**src/rtl/board_io_conditioner.sv**
```systemverilog
// Board input conditioner: per-channel synchroniser + debouncer, optional edge pulses, stretched reset.
// Define BOARD_IO_EDGE_EN to build the rise/fall edge registers; otherwise rise/fall are tied low.
module board_io_conditioner #(
  parameter int                  CHANNELS          = 4,
  parameter int                  SYNC_STAGES       = 2,
  parameter int                  DEBOUNCE_CYCLES   = 120000,
  parameter logic [CHANNELS-1:0] RESET_VALUE       = {CHANNELS{1'b0}},
  parameter int                  RESET_HOLD_CYCLES = 16,
  parameter int                  RESET_ON_CH0      = 1
) (
  input  logic                clock,
  input  logic                reset,
  input  logic [CHANNELS-1:0] in_raw,
  output logic [CHANNELS-1:0] stable,
  output logic [CHANNELS-1:0] rise,
  output logic [CHANNELS-1:0] fall,
  output logic                reset_out
);

  localparam int              CW        = $clog2(DEBOUNCE_CYCLES + 1);
  localparam logic [CW-1:0]   CNT_LAST  = CW'(DEBOUNCE_CYCLES - 1);
  localparam int              HW        = (RESET_HOLD_CYCLES > 1) ? $clog2(RESET_HOLD_CYCLES) : 1;
  localparam logic [HW-1:0]   HOLD_LAST = HW'(RESET_HOLD_CYCLES - 1);

  typedef enum logic [1:0] {
    ST_HOLD    = 2'd0,
    ST_STRETCH = 2'd1,
    ST_RUN     = 2'd2
  } rst_state_e;

  logic [CHANNELS-1:0] sync_q [SYNC_STAGES];
  logic [CHANNELS-1:0] sync_d [SYNC_STAGES];
  logic [CHANNELS-1:0] s;
  logic [CHANNELS-1:0] stable_q, stable_d;
  logic [CW-1:0]       cnt_q [CHANNELS];
  logic [CW-1:0]       cnt_d [CHANNELS];
  rst_state_e          state_q, state_d;
  logic [HW-1:0]       hold_cnt_q, hold_cnt_d;
  logic                reset_out_q, reset_out_d;
  logic                ch0_req;

  always_comb begin
    sync_d[0] = in_raw;
    for (int k = 1; k < SYNC_STAGES; k++) begin
      sync_d[k] = sync_q[k-1];
    end
  end

  assign s = sync_q[SYNC_STAGES-1];

  // Any cycle where the synchronised level matches the accepted one restarts the count.
  always_comb begin
    stable_d = stable_q;
    cnt_d    = cnt_q;
    for (int i = 0; i < CHANNELS; i++) begin
      if (s[i] == stable_q[i]) begin
        cnt_d[i] = '0;
      end else if (cnt_q[i] == CNT_LAST) begin
        stable_d[i] = s[i];
        cnt_d[i]    = '0;
      end else begin
        cnt_d[i] = cnt_q[i] + CW'(1);
      end
    end
  end

  always_ff @(posedge clock or posedge reset) begin
    if (reset) begin
      for (int k = 0; k < SYNC_STAGES; k++) begin
        sync_q[k] <= RESET_VALUE;
      end
      for (int i = 0; i < CHANNELS; i++) begin
        cnt_q[i] <= '0;
      end
      stable_q <= RESET_VALUE;
    end else begin
      sync_q   <= sync_d;
      cnt_q    <= cnt_d;
      stable_q <= stable_d;
    end
  end

  assign stable = stable_q;

`ifdef BOARD_IO_EDGE_EN
  logic [CHANNELS-1:0] rise_q, rise_d, fall_q, fall_d;

  always_comb begin
    rise_d = stable_d & ~stable_q;
    fall_d = ~stable_d & stable_q;
  end

  always_ff @(posedge clock or posedge reset) begin
    if (reset) begin
      rise_q <= '0;
      fall_q <= '0;
    end else begin
      rise_q <= rise_d;
      fall_q <= fall_d;
    end
  end

  assign rise = rise_q;
  assign fall = fall_q;
`else
  assign rise = '0;
  assign fall = '0;
`endif

  assign ch0_req = (RESET_ON_CH0 != 0) && stable_q[0];

  always_comb begin
    state_d    = state_q;
    hold_cnt_d = hold_cnt_q;
    case (state_q)
      ST_HOLD: begin
        hold_cnt_d = '0;
        if (!ch0_req) state_d = ST_STRETCH;
      end
      ST_STRETCH: begin
        if (ch0_req) begin
          state_d    = ST_HOLD;
          hold_cnt_d = '0;
        end else if (hold_cnt_q == HOLD_LAST) begin
          state_d    = ST_RUN;
          hold_cnt_d = '0;
        end else begin
          hold_cnt_d = hold_cnt_q + HW'(1);
        end
      end
      ST_RUN: begin
        if (ch0_req) state_d = ST_HOLD;
      end
      default: begin
        state_d    = ST_HOLD;
        hold_cnt_d = '0;
      end
    endcase
    // Registered from next state so reset_out tracks the FSM with no extra cycle.
    reset_out_d = (state_d != ST_RUN);
  end

  always_ff @(posedge clock or posedge reset) begin
    if (reset) begin
      state_q     <= ST_HOLD;
      hold_cnt_q  <= '0;
      reset_out_q <= 1'b1;
    end else begin
      state_q     <= state_d;
      hold_cnt_q  <= hold_cnt_d;
      reset_out_q <= reset_out_d;
    end
  end

  assign reset_out = reset_out_q;

endmodule

```
**config.mk**
```make
export PLATFORM = sky130hd
export DESIGN_NAME = board_io_conditioner
export DESIGN_NICKNAME = d
export VERILOG_FILES = /design/src/rtl/board_io_conditioner.sv
export SDC_FILE = /design/constraint.sdc
export NUM_CORES = 1
export LEC_CHECK = 0
export ABC_AREA = 1
export CORE_MARGIN = 10
export CORE_UTILIZATION = 31
export DETAILED_ROUTE_END_ITERATION = 8
export PLACE_DENSITY = 0.47
export SYNTH_ARGS = -nofsm -noshare
export SYNTH_HDL_FRONTEND = slang
export SYNTH_SLANG_ARGS = --single-unit
```
**constraint.sdc**
```tcl
create_clock -name clock -period 7.2 [get_ports clock]
set_clock_uncertainty 0.15 [all_clocks]
set_input_delay 1.08 -clock clock [delete_from_list [all_inputs] [get_ports clock]]
set_output_delay 1.08 -clock clock [all_outputs]
set_load 0.02 [all_outputs]
```
# [Yosys cells after proc, flatten, opt, wreduce, memory -nomap -nowiden]
# Cells that the tools add are included.
[totals] register_bits=87 latchBits=0 mem_bits_rw=0 mem_bits_ro=0 mem_count=0
[op_classes] addsub=5 n_mul=0 div=0 order_cmp=0 eq_ne=12 n_shift=0 n_mux=16 bitwise=4 reduce_logical=5
[op_table] operator="two-way mux 17 bit" n=8
[op_table] operator="adder 17 x 1 -> 17 bit (second input constant)" n=4
[op_table] operator="== test 17 bit (second input constant)" n=4
[op_table] operator="two-way mux 2 bit" n=4
[op_table] operator="two-way mux 4 bit" n=2
[op_table] operator="case mux 4 bit (2 select lines)" n=1
[op_table] operator="AND reduction 2 bit" n=4
[op_table] operator="case mux 2 bit (3 select lines)" n=1
[op_table] operator="adder 4 x 1 -> 4 bit (second input constant)" n=1
[op_table] operator="== test 1 bit" n=4
[op_table] operator="== test 4 bit (second input constant)" n=1
[op_table] operator="inverter 1 bit" n=4
[op_table] operator="== test 2 x 1 -> 1 bit (second input constant)" n=1
[op_table] operator="== test 2 bit (second input constant)" n=1
[op_table] operator="zero test 2 bit" n=1
[op_table] operator="inequality test 2 bit (second input constant)" n=1

# [Logic depth before layout (Yosys ltp)]
# Gate-level depths: netlist (run 1).
[depth] ltp_word=5 ltp_mapped=8 depth_no_buf=8

# [Worst setup path before layout (run 1)]
# No wires, ideal clock.
[synth_path] path_type="register -> output" start="reg reset_out_q, in the netlist reset_out" end="out reset_out" arrival_ps=554 required_time_ps=5970 setup_slack_ps=5416 stages_incl_launch_ff=1 n_path_buf=0 path_cell_list="dfstp_2"
[synth_rtl] element="from (decl)" line_no="39" rtl="logic reset_out_q, reset_out_d;"
[synth_rtl] element="from (signal assigned)" line_no="151" rtl="reset_out_q <= reset_out_d;"
[synth_rtl] element="to (decl)" line_no="17" rtl="output logic reset_out"
# No word-level cell between the ends.

# [Final worst setup path (run 1)]
[layout_path] start="reg reset_out_q, in the netlist reset_out" end="out reset_out"
# No word-level cell between the ends.

==> impl_metrics.env, run 1 <==
export IMPL_status="finished clean"
export IMPL_yosys_area_share_adder=0.0136
export IMPL_critPathTopFamily="buffers and inverters"
export IMPL_synthXorXnorAreaFrac=0.0777
export IMPL_seq_area_frac_synth=0.475
export IMPL_cts_tree="yes"
export IMPL_avgSynthCellArea_sq_um=8.36
export IMPL_area_growth_synth_to_final_pct=12.2
export IMPL_p_per_area_nw_per_um2=187
export IMPL_reg2reg_setup_slack_ns=5.56
export IMPL_cts_htree_levels=3
export IMPL_numPortBuffers=10
export IMPL_path_cells="clkdlybuf4s50_1"
export IMPL_endpoint_kind="primary output"
export IMPL_vias=3260
export IMPL_tightest_slew_ns=0.902
export IMPL_slowest_stage="clkdlybuf4s50_1"
export IMPL_rsz0062_at_grt="no"
export IMPL_cp_required_ns=5.97
export IMPL_finalHoldViolCount=0
export IMPL_worstHoldStart="sync_d[2]"
export IMPL_ant_nets=0
export IMPL_grt_pass1_wl_mm=14.9
export IMPL_leakage_nw=2.14
export IMPL_viasPerCell=4.31
export IMPL_antenna_found_initial=0
export IMPL_netlist_area_sq_um=4590
export IMPL_ctsResizeCount=0
export IMPL_die_w_microns=142
export IMPL_core_area_sq_um=14500
export IMPL_seq_area_sq_um=2180
export IMPL_wl_per_cell_microns=11.0
export IMPL_crit_fanout=1
export IMPL_async_flop_share=1.00
export IMPL_r2r_start="cnt_q[17]"
export IMPL_slowest_delay_ns=0.60
export IMPL_cap_violations=0
export IMPL_hold_end="s[2]"
export IMPL_hold_class="flop to flop"
export IMPL_drt_iter0_markers=178
export IMPL_nNetsFinal=579
export IMPL_syn_instance_count=549
export IMPL_finalMaxSlewViolations=0
export IMPL_gp_congestion=0.806
export IMPL_critPathLaunchType="flop"
export IMPL_synth_edf_count=0
export IMPL_grt_pass1_vias=3221
export IMPL_die_height_microns=142
export IMPL_post_route_period_util=0.372
export IMPL_firstDrtPassIters=4
export IMPL_post_cts_repair_setup_buffers=0
export IMPL_layout_cells_non_filler=757
export IMPL_grt_overflow_total=0
export IMPL_cp_buffers_inverters=1
export IMPL_num_antenna_cells=0
export IMPL_yosys_area_share_simple=0.336
export IMPL_whs_path_depth=0
export IMPL_max_freq_mhz=373
export IMPL_multi_input_area_sq_um=2120
export IMPL_fin_crit_ns=2.68
export IMPL_synth_top_family_by_area="simple AND/OR/NAND/NOR gates"
export IMPL_reg2reg_depth=6
export IMPL_synth_compound_area_frac=0.0275
export IMPL_clkTransAtPathRegs_ns=0.06
export IMPL_final_cell_mix="nor2_1 (126), nand2_1 (97), dfrtp_1 (86), inv_1 (58), xor2_1 (27)"
export IMPL_drive_gt1_frac=0.117
export IMPL_max_slew_margin_rel=0.398
export IMPL_pin_count=19
export IMPL_dp_cells=741
export IMPL_ys_warn_count=0
export IMPL_mostFrequentLayoutCell="nor2_1"
export IMPL_root_buffer="clkbuf_16"
export IMPL_setup_viol=0
export IMPL_peakVddDrop_mv=0.0829
export IMPL_insertion_delay_ns=0.33
export IMPL_cts_buffers=9
export IMPL_cp_data_arrival_time_ns=1.45
export IMPL_drt_wl_total_mm=8.36
export IMPL_post_route_drc_count=0
export IMPL_cts_buffer_depth=2
export IMPL_grt_usage=0.0880
export IMPL_dieArea_sq_um=20100
export IMPL_synth_cell_types=36
export IMPL_reg2reg_to="cnt_q[23]"
export IMPL_ys_seq_elements=87
export IMPL_postCtsHoldBufs=0
export IMPL_synthMuxAreaShare=0
export IMPL_synth_flop_cell="dfrtp_1"
export IMPL_nFillCells=1550
export IMPL_grt_max_degree=73
export IMPL_clock_sinks=87
export IMPL_fin_setup_tns_ns=0
export IMPL_hpwlAfterDp_mm=6.20
export IMPL_num_rows=44
export IMPL_initial_utilization=0.316
export IMPL_path_class="flop to primary output"
## stage by stage
step	hold slack (ns)	util	total power, mW	setup slack [ns]	area [sq um]
after floorplan	0.181	-	0.543	3.72	4620
after global placement	0.185	0.335	0.550	4.39	4870
after detailed placement	0.189	0.335	0.551	4.38	4870
after CTS	0.203	0.354	0.986	4.50	5150
after global routing	0.204	0.354	1.02	4.48	5150
final	0.200	0.354	0.964	4.52	5150
## cell usage after synthesis (6+ instances only)
cell     count  area share
a21oi_1      8      0.0087
buf_4        8       0.013
dfrtp_1     86        0.47
inv_1       59       0.048
nand2_1     97       0.079
nand2_2     11       0.015
nand3_1     20       0.022
nand3_2      7       0.015
nand4_1     14       0.019
nor2_1     126        0.10
nor2_2      10       0.014
nor2_4       8       0.020
nor3_1       6      0.0065
xnor2_1     10       0.019
xor2_1      27       0.052
## logic make-up (layout without fill, tap and decap cells)
logic type | Yosys count | count (layout)
and+or+nand+nor | 322 | 322
DFF | 87 | 87
buffers and inverters | 73 | 90
xor gates and xnor gates | 39 | 39
AOI/OAI and AO/OA | 22 | 22
adders and majority gates | 5 | 5
other | 1 | 8
## power breakdown
part	total [mW]	switching [mW]	internal, mW
registers	0.503	0.00613	0.497
logic	0.0373	0.0273	0.0100
clock network	0.424	0.182	0.242
## worst max-delay path by stage
stage          startpoint  slack [ns]        end  cells past startpoint
5_1_grt         reset_out        4.48  reset_out                      1
3_5_place_dp        reset        4.38  cnt_q[65]                      3
3_3_place_gp        reset        4.39  stable[1]                      3
6_report        reset_out        4.52  reset_out                      1
2_1_floorplan       reset        3.72   cnt_q[0]                      1
4_1_cts         reset_out        4.50  reset_out                      1
## flip-flops by register name, indices dropped and copies added (netlist names)
name        cells
hold_cnt_q      4
reset_out       1
s               4
sync_d          4
cnt_q          68
stable          4
state_q         2
## worst register-to-register path, stage by stage, from the launching register on
cell and delay (ns):
dfrtp_1 0.37, ha_1 0.23, nand3_2 0.13, nor2_4 0.17, nand3_2 0.15, nand2_2 0.24
nor3_1 0.08
## per-layer routing
metal	GRT usage	share of wire	up-vias
li1	-	-	1727
met1	0.110	0.48	1497
met2	0.142	0.48	26
met3	0.0177	0.026	10
met4	0.0420	0.018	0
met5	0	0	-
## cell type report
cell class / instances / area share
Multi-Input combinational cell: 396 / 0.412
Clock inverter: 5 / 0.00656
Timing Repair Buffer: 11 / 0.0209
Tap cell: 184 / 0.0447
Sequential cell: 87 / 0.423
Inverter: 63 / 0.0462
Clock buffer: 11 / 0.0471
Note: power is estimated with default switching activity, not from simulation.
==> run 2, diff against run 1 <==
--- a/config.mk
+++ b/config.mk
@@ -9,7 +9,7 @@
 export CORE_MARGIN = 10
 export CORE_UTILIZATION = 31
 export DETAILED_ROUTE_END_ITERATION = 8
-export PLACE_DENSITY = 0.47
+export PLACE_DENSITY = 0.49
 export SYNTH_ARGS = -nofsm -noshare
 export SYNTH_HDL_FRONTEND = slang
 export SYNTH_SLANG_ARGS = --single-unit
==> constraint.sdc (replaced) <==
create_clock -name clock -period 2.3 [get_ports clock]
set_clock_uncertainty 0.15 [all_clocks]
set_input_delay 0.345 -clock clock [delete_from_list [all_inputs] [get_ports clock]]
set_output_delay 0.345 -clock clock [all_outputs]
set_load 0.02 [all_outputs]
==> impl_metrics.env, run 2 (synthesis gave the netlist of run 1 again) <==
export IMPL_nFillCells=1516
export IMPL_grt_overflow_total=0
export IMPL_critPathLaunchType="flop"
export IMPL_post_place_ws_ns=0.683
export IMPL_critPathTopFamily="buffers and inverters"
export IMPL_grt_pass1_vias=3369
export IMPL_postCtsHoldBufs=0
export IMPL_multi_input_area_sq_um=2120
export IMPL_cts_htree_levels=3
export IMPL_grt_use_met2=0.145
export IMPL_cp_data_arrival_time_ns=1.46
export IMPL_drt_wl_total_mm=8.64
export IMPL_vias=3365
export IMPL_ctsResizeCount=0
export IMPL_post_cts_repair_setup_buffers=0
export IMPL_grt_max_degree=30
export IMPL_p_per_area_nw_per_um2=612
export IMPL_wl_per_cell_microns=11.4
export IMPL_met1_usage=0.120
export IMPL_cp_required_ns=1.80
export IMPL_num_rows=44
export IMPL_drt_iter0_markers=122
export IMPL_ant_nets=0
export IMPL_numPortBuffers=10
export IMPL_setup_viol=0
export IMPL_mostFrequentLayoutCell="nor2_1"
export IMPL_post_route_drc_count=0
export IMPL_seq_area_sq_um=2180
export IMPL_cp_buffers_inverters=1
export IMPL_die_height_microns=142
export IMPL_cap_violations=0
export IMPL_fin_crit_ns=1.95
export IMPL_firstDrtPassIters=5
export IMPL_top_register="cnt_q"
export IMPL_met3_usage=0.0204
export IMPL_hpwlAfterDp_mm=6.40
export IMPL_clock_sinks=87
export IMPL_antenna_found_initial=0
export IMPL_busiest_layer="met2"
export IMPL_core_area_sq_um=14500
export IMPL_max_freq_mhz=512
export IMPL_peakVddDrop_mv=0.304
export IMPL_fin_setup_tns_ns=0
export IMPL_initial_utilization=0.316
export IMPL_rsz0062_at_grt="no"
export IMPL_root_buffer="clkbuf_16"
export IMPL_post_route_period_util=0.849
export IMPL_area_growth_synth_to_final_pct=13.9
export IMPL_grt_usage=0.0925
export IMPL_gp_congestion=0.802
export IMPL_path_cells="clkdlybuf4s50_1"
export IMPL_finalMaxSlewViolations=0
export IMPL_num_antenna_cells=0
export IMPL_cts_buffer_depth=2
export IMPL_hold_class="flop to flop"
export IMPL_pin_count=19
export IMPL_largest_reg_flops=68
export IMPL_finalHoldViolCount=0
export IMPL_status="finished clean"
export IMPL_leakage_nw=2.18
export IMPL_crit_fanout=1
export IMPL_dieArea_sq_um=20100
export IMPL_slowest_stage="clkdlybuf4s50_1"
export IMPL_insertion_delay_ns=0.34
export IMPL_nNetsFinal=581
export IMPL_die_w_microns=142
export IMPL_endpoint_kind="primary output"
export IMPL_grt_pass1_wl_mm=15.6
export IMPL_cts_buffers=9
export IMPL_drive_gt1_frac=0.120
export IMPL_path_class="flop to primary output"
export IMPL_cts_tree="yes"
export IMPL_layout_setup_ws_ns=0.348
export IMPL_design_power_total_mw=3.20
export IMPL_final_cell_mix="nor2_1 (126), nand2_1 (97), dfrtp_1 (86), inv_1 (58), xor2_1 (27)"
export IMPL_clkTransAtPathRegs_ns=0.06
export IMPL_viasPerCell=4.43
export IMPL_slowest_delay_ns=0.60
==> run 2: stage by stage <==
| step | util | cell area [sq um] | hold WS (ns) | instances |
|---|---|---|---|---|
| after floorplan | - | 4620 | 0.181 | 556 |
| after global placement | 0.339 | 4930 | 0.182 | 743 |
| after detailed placement | 0.339 | 4930 | 0.189 | 743 |
| after CTS | 0.360 | 5230 | 0.202 | 759 |
| after global routing | 0.360 | 5230 | 0.209 | 759 |
| final | 0.360 | 5230 | 0.200 | 759 |
==> run 2: area by class of cell <==
cell class	count	share of cell area
timing repair buffer	13	0.0306
tap	184	0.0440
clock buffer	11	0.0464
clock inverter	5	0.0108
multi-input combinational	396	0.405
sequential	87	0.417
inverter	63	0.0460
==> run 2: worst paths after layout <==
kind	from	cells past startpoint	endpoint	slack, ns
max	reset_out	1	reset_out	0.35
min	sync_d[2]	0	s[2]	0.20
max reg2reg	cnt_q[34]	6	cnt_q[44]	0.69
min reg2reg	sync_d[2]	0	s[2]	0.20
max in group asynchronous	reset	3	reset_out	1.22
min in group asynchronous	reset	2	cnt_q[16]	0.25
==> run 2: metal layers <==
metal  wire, microns  share of wire
met5               0              0
met4             160          0.019
met3             262          0.030
met2            3830           0.44
met1            4390           0.51
==> run 2: power breakdown <==
part           internal (mW)  switching [mW]
Combinational         0.0404          0.0882
Sequential              1.55          0.0193
Clock                  0.873           0.626
==> run 3, diff against run 2 <==
==> constraint.sdc (replaced) <==
create_clock -name clock -period 1.75 [get_ports clock]
set_clock_uncertainty 0.15 [all_clocks]
set_input_delay 0.2625 -clock clock [delete_from_list [all_inputs] [get_ports clock]]
set_output_delay 0.2625 -clock clock [all_outputs]
set_load 0.02 [all_outputs]
==> impl_metrics.env, run 3 (synthesis gave the netlist of run 1 again) <==
export IMPL_status="finished clean"
export IMPL_num_rows=44
export IMPL_dieArea_sq_um=20100
export IMPL_hold_class="primary input to asynchronous set/reset pin"
export IMPL_nNetsFinal=583
export IMPL_final_area_sq_um=5250
export IMPL_gp_congestion=0.832
export IMPL_grt_use_met2=0.144
export IMPL_peakVddDrop_mv=0.402
export IMPL_endpoint_kind="flop"
export IMPL_num_antenna_cells=0
export IMPL_wl_per_cell_microns=11.5
export IMPL_die_height_microns=142
export IMPL_grt_max_degree=37
export IMPL_numPortBuffers=10
export IMPL_busiest_layer="met2"
export IMPL_layout_setup_ws_ns=0.135
export IMPL_finalMaxSlewViolations=0
export IMPL_slowest_delay_ns=0.39
export IMPL_max_freq_mhz=619
export IMPL_drt_iter0_markers=145
export IMPL_reg2reg_to="cnt_q[11]"
export IMPL_pin_count=19
export IMPL_seq_area_sq_um=2180
export IMPL_reg2reg_depth=6
export IMPL_cts_htree_levels=3
export IMPL_post_place_ws_ns=0.145
export IMPL_final_util=0.361
export IMPL_p_seq_frac=0.478
export IMPL_met1_usage=0.120
export IMPL_largest_reg_flops=68
export IMPL_rsz0062_at_grt="no"
export IMPL_die_w_microns=142
export IMPL_internal_power_mw=3.35
export IMPL_post_route_period_util=0.923
export IMPL_layout_cells_non_filler=761
export IMPL_leakage_nw=2.22
export IMPL_grt_pass1_wl_mm=15.6
export IMPL_firstDrtPassIters=4
export IMPL_dp_cells=745
export IMPL_cts_tree="yes"
export IMPL_hold_ws_ns=0.115
export IMPL_critPathLaunchType="flop"
export IMPL_cp_required_ns=1.83
export IMPL_core_area_sq_um=14500
export IMPL_initial_utilization=0.316
export IMPL_r2r_start="cnt_q[0]"
export IMPL_grt_usage=0.0935
export IMPL_final_cell_mix="nor2_1 (126), nand2_1 (97), dfrtp_1 (86), inv_1 (58), xor2_1 (27)"
export IMPL_drt_wl_total_mm=8.77
export IMPL_cts_buffer_depth=2
export IMPL_grt_pass1_vias=3362
export IMPL_fin_crit_ns=1.61
export IMPL_crit_fanout=11
export IMPL_finalHoldViolCount=0
export IMPL_path_class="flop to flop"
export IMPL_mostFrequentLayoutCell="nor2_1"
export IMPL_switching_share=0.226
export IMPL_slowest_stage="dfrtp_1"
export IMPL_design_power_total_mw=4.33
export IMPL_drive_gt1_frac=0.125
export IMPL_post_cts_repair_setup_buffers=0
export IMPL_area_growth_synth_to_final_pct=14.3
export IMPL_clock_sinks=87
export IMPL_fin_setup_tns_ns=0
export IMPL_p_per_area_nw_per_um2=825
export IMPL_postCtsHoldBufs=0
export IMPL_multi_input_area_sq_um=2120
export IMPL_hpwlAfterDp_mm=6.36
export IMPL_cap_violations=0
export IMPL_ctsResizeCount=5
export IMPL_vias=3330
export IMPL_cp_data_arrival_time_ns=1.70
export IMPL_p_comb_frac=0.039
export IMPL_reg2reg_setup_slack_ns=0.14
export IMPL_path_cells="ha_1, nand3_2, nor2_4, nand3_4, nand2_2, nor2_1"
export IMPL_insertion_delay_ns=0.35
export IMPL_dpl_cell_area_sq_um=4930
export IMPL_nFillCells=1536
export IMPL_clkTransAtPathRegs_ns=0.07
export IMPL_cp_buffers_inverters=0
export IMPL_cp_startpoint="cnt_q[0]"
export IMPL_critPathTopFamily="simple AND/OR/NAND/NOR gates"
export IMPL_antenna_found_initial=0
export IMPL_top_register="cnt_q"
export IMPL_switchingPower_mw=0.978
export IMPL_ant_nets=0
export IMPL_met3_usage=0.0147
export IMPL_setup_viol=0
export IMPL_post_route_drc_count=0
export IMPL_cts_buffers=9
export IMPL_viasPerCell=4.38
export IMPL_root_buffer="clkbuf_16"
export IMPL_clkPwrFrac=0.483
export IMPL_grt_overflow_total=0
## run 3: cell types whose count changed in the layout (fill, tap and decap cells not counted), sizes merged
cell,change
clkdlybuf4s50,-5
buf,+2
clkinv,+1
dlygate4sd2,+5
clkbuf,-2
bufinv,+1
## run 3: cell type report
cell class	count	share of cell area
sequential	87	0.415
multi-input combinational	396	0.404
inverter	63	0.0458
tap	184	0.0439
clock buffer	9	0.0429
timing repair buffer	15	0.0298
clock inverter	7	0.0181
## run 3: worst max-delay path by stage
| stage | cells after the start | end | slack (ns) |
|---|---|---|---|
| 6_report | 6 | cnt_q[11] | 0.14 |
| 5_1_grt | 6 | cnt_q[44] | 0.01 |
| 3_3_place_gp | 6 | cnt_q[28] | 0.19 |
| 3_5_place_dp | 6 | cnt_q[44] | 0.15 |
| 2_1_floorplan | 7 | cnt_q[12] | 0.32 |
| 4_1_cts | 1 | reset_out | 0.13 |
## run 3: power by group through the flow
stage	clock, mW	sequential (mW)	combinational, mW
2_1_floorplan	0	2.10	0.134
3_3_place_gp	0	2.10	0.172
3_5_place_dp	0	2.11	0.174
4_1_cts	2.16	2.07	0.175
5_1_grt	2.23	2.07	0.194
6_report	2.09	2.07	0.168
## run 3: layer usage
layer  part of all wire  wire length (microns)
met5                  0                      0
met4              0.026                    231
met3              0.020                    178
met2               0.45                   3970
met1               0.50                   4390
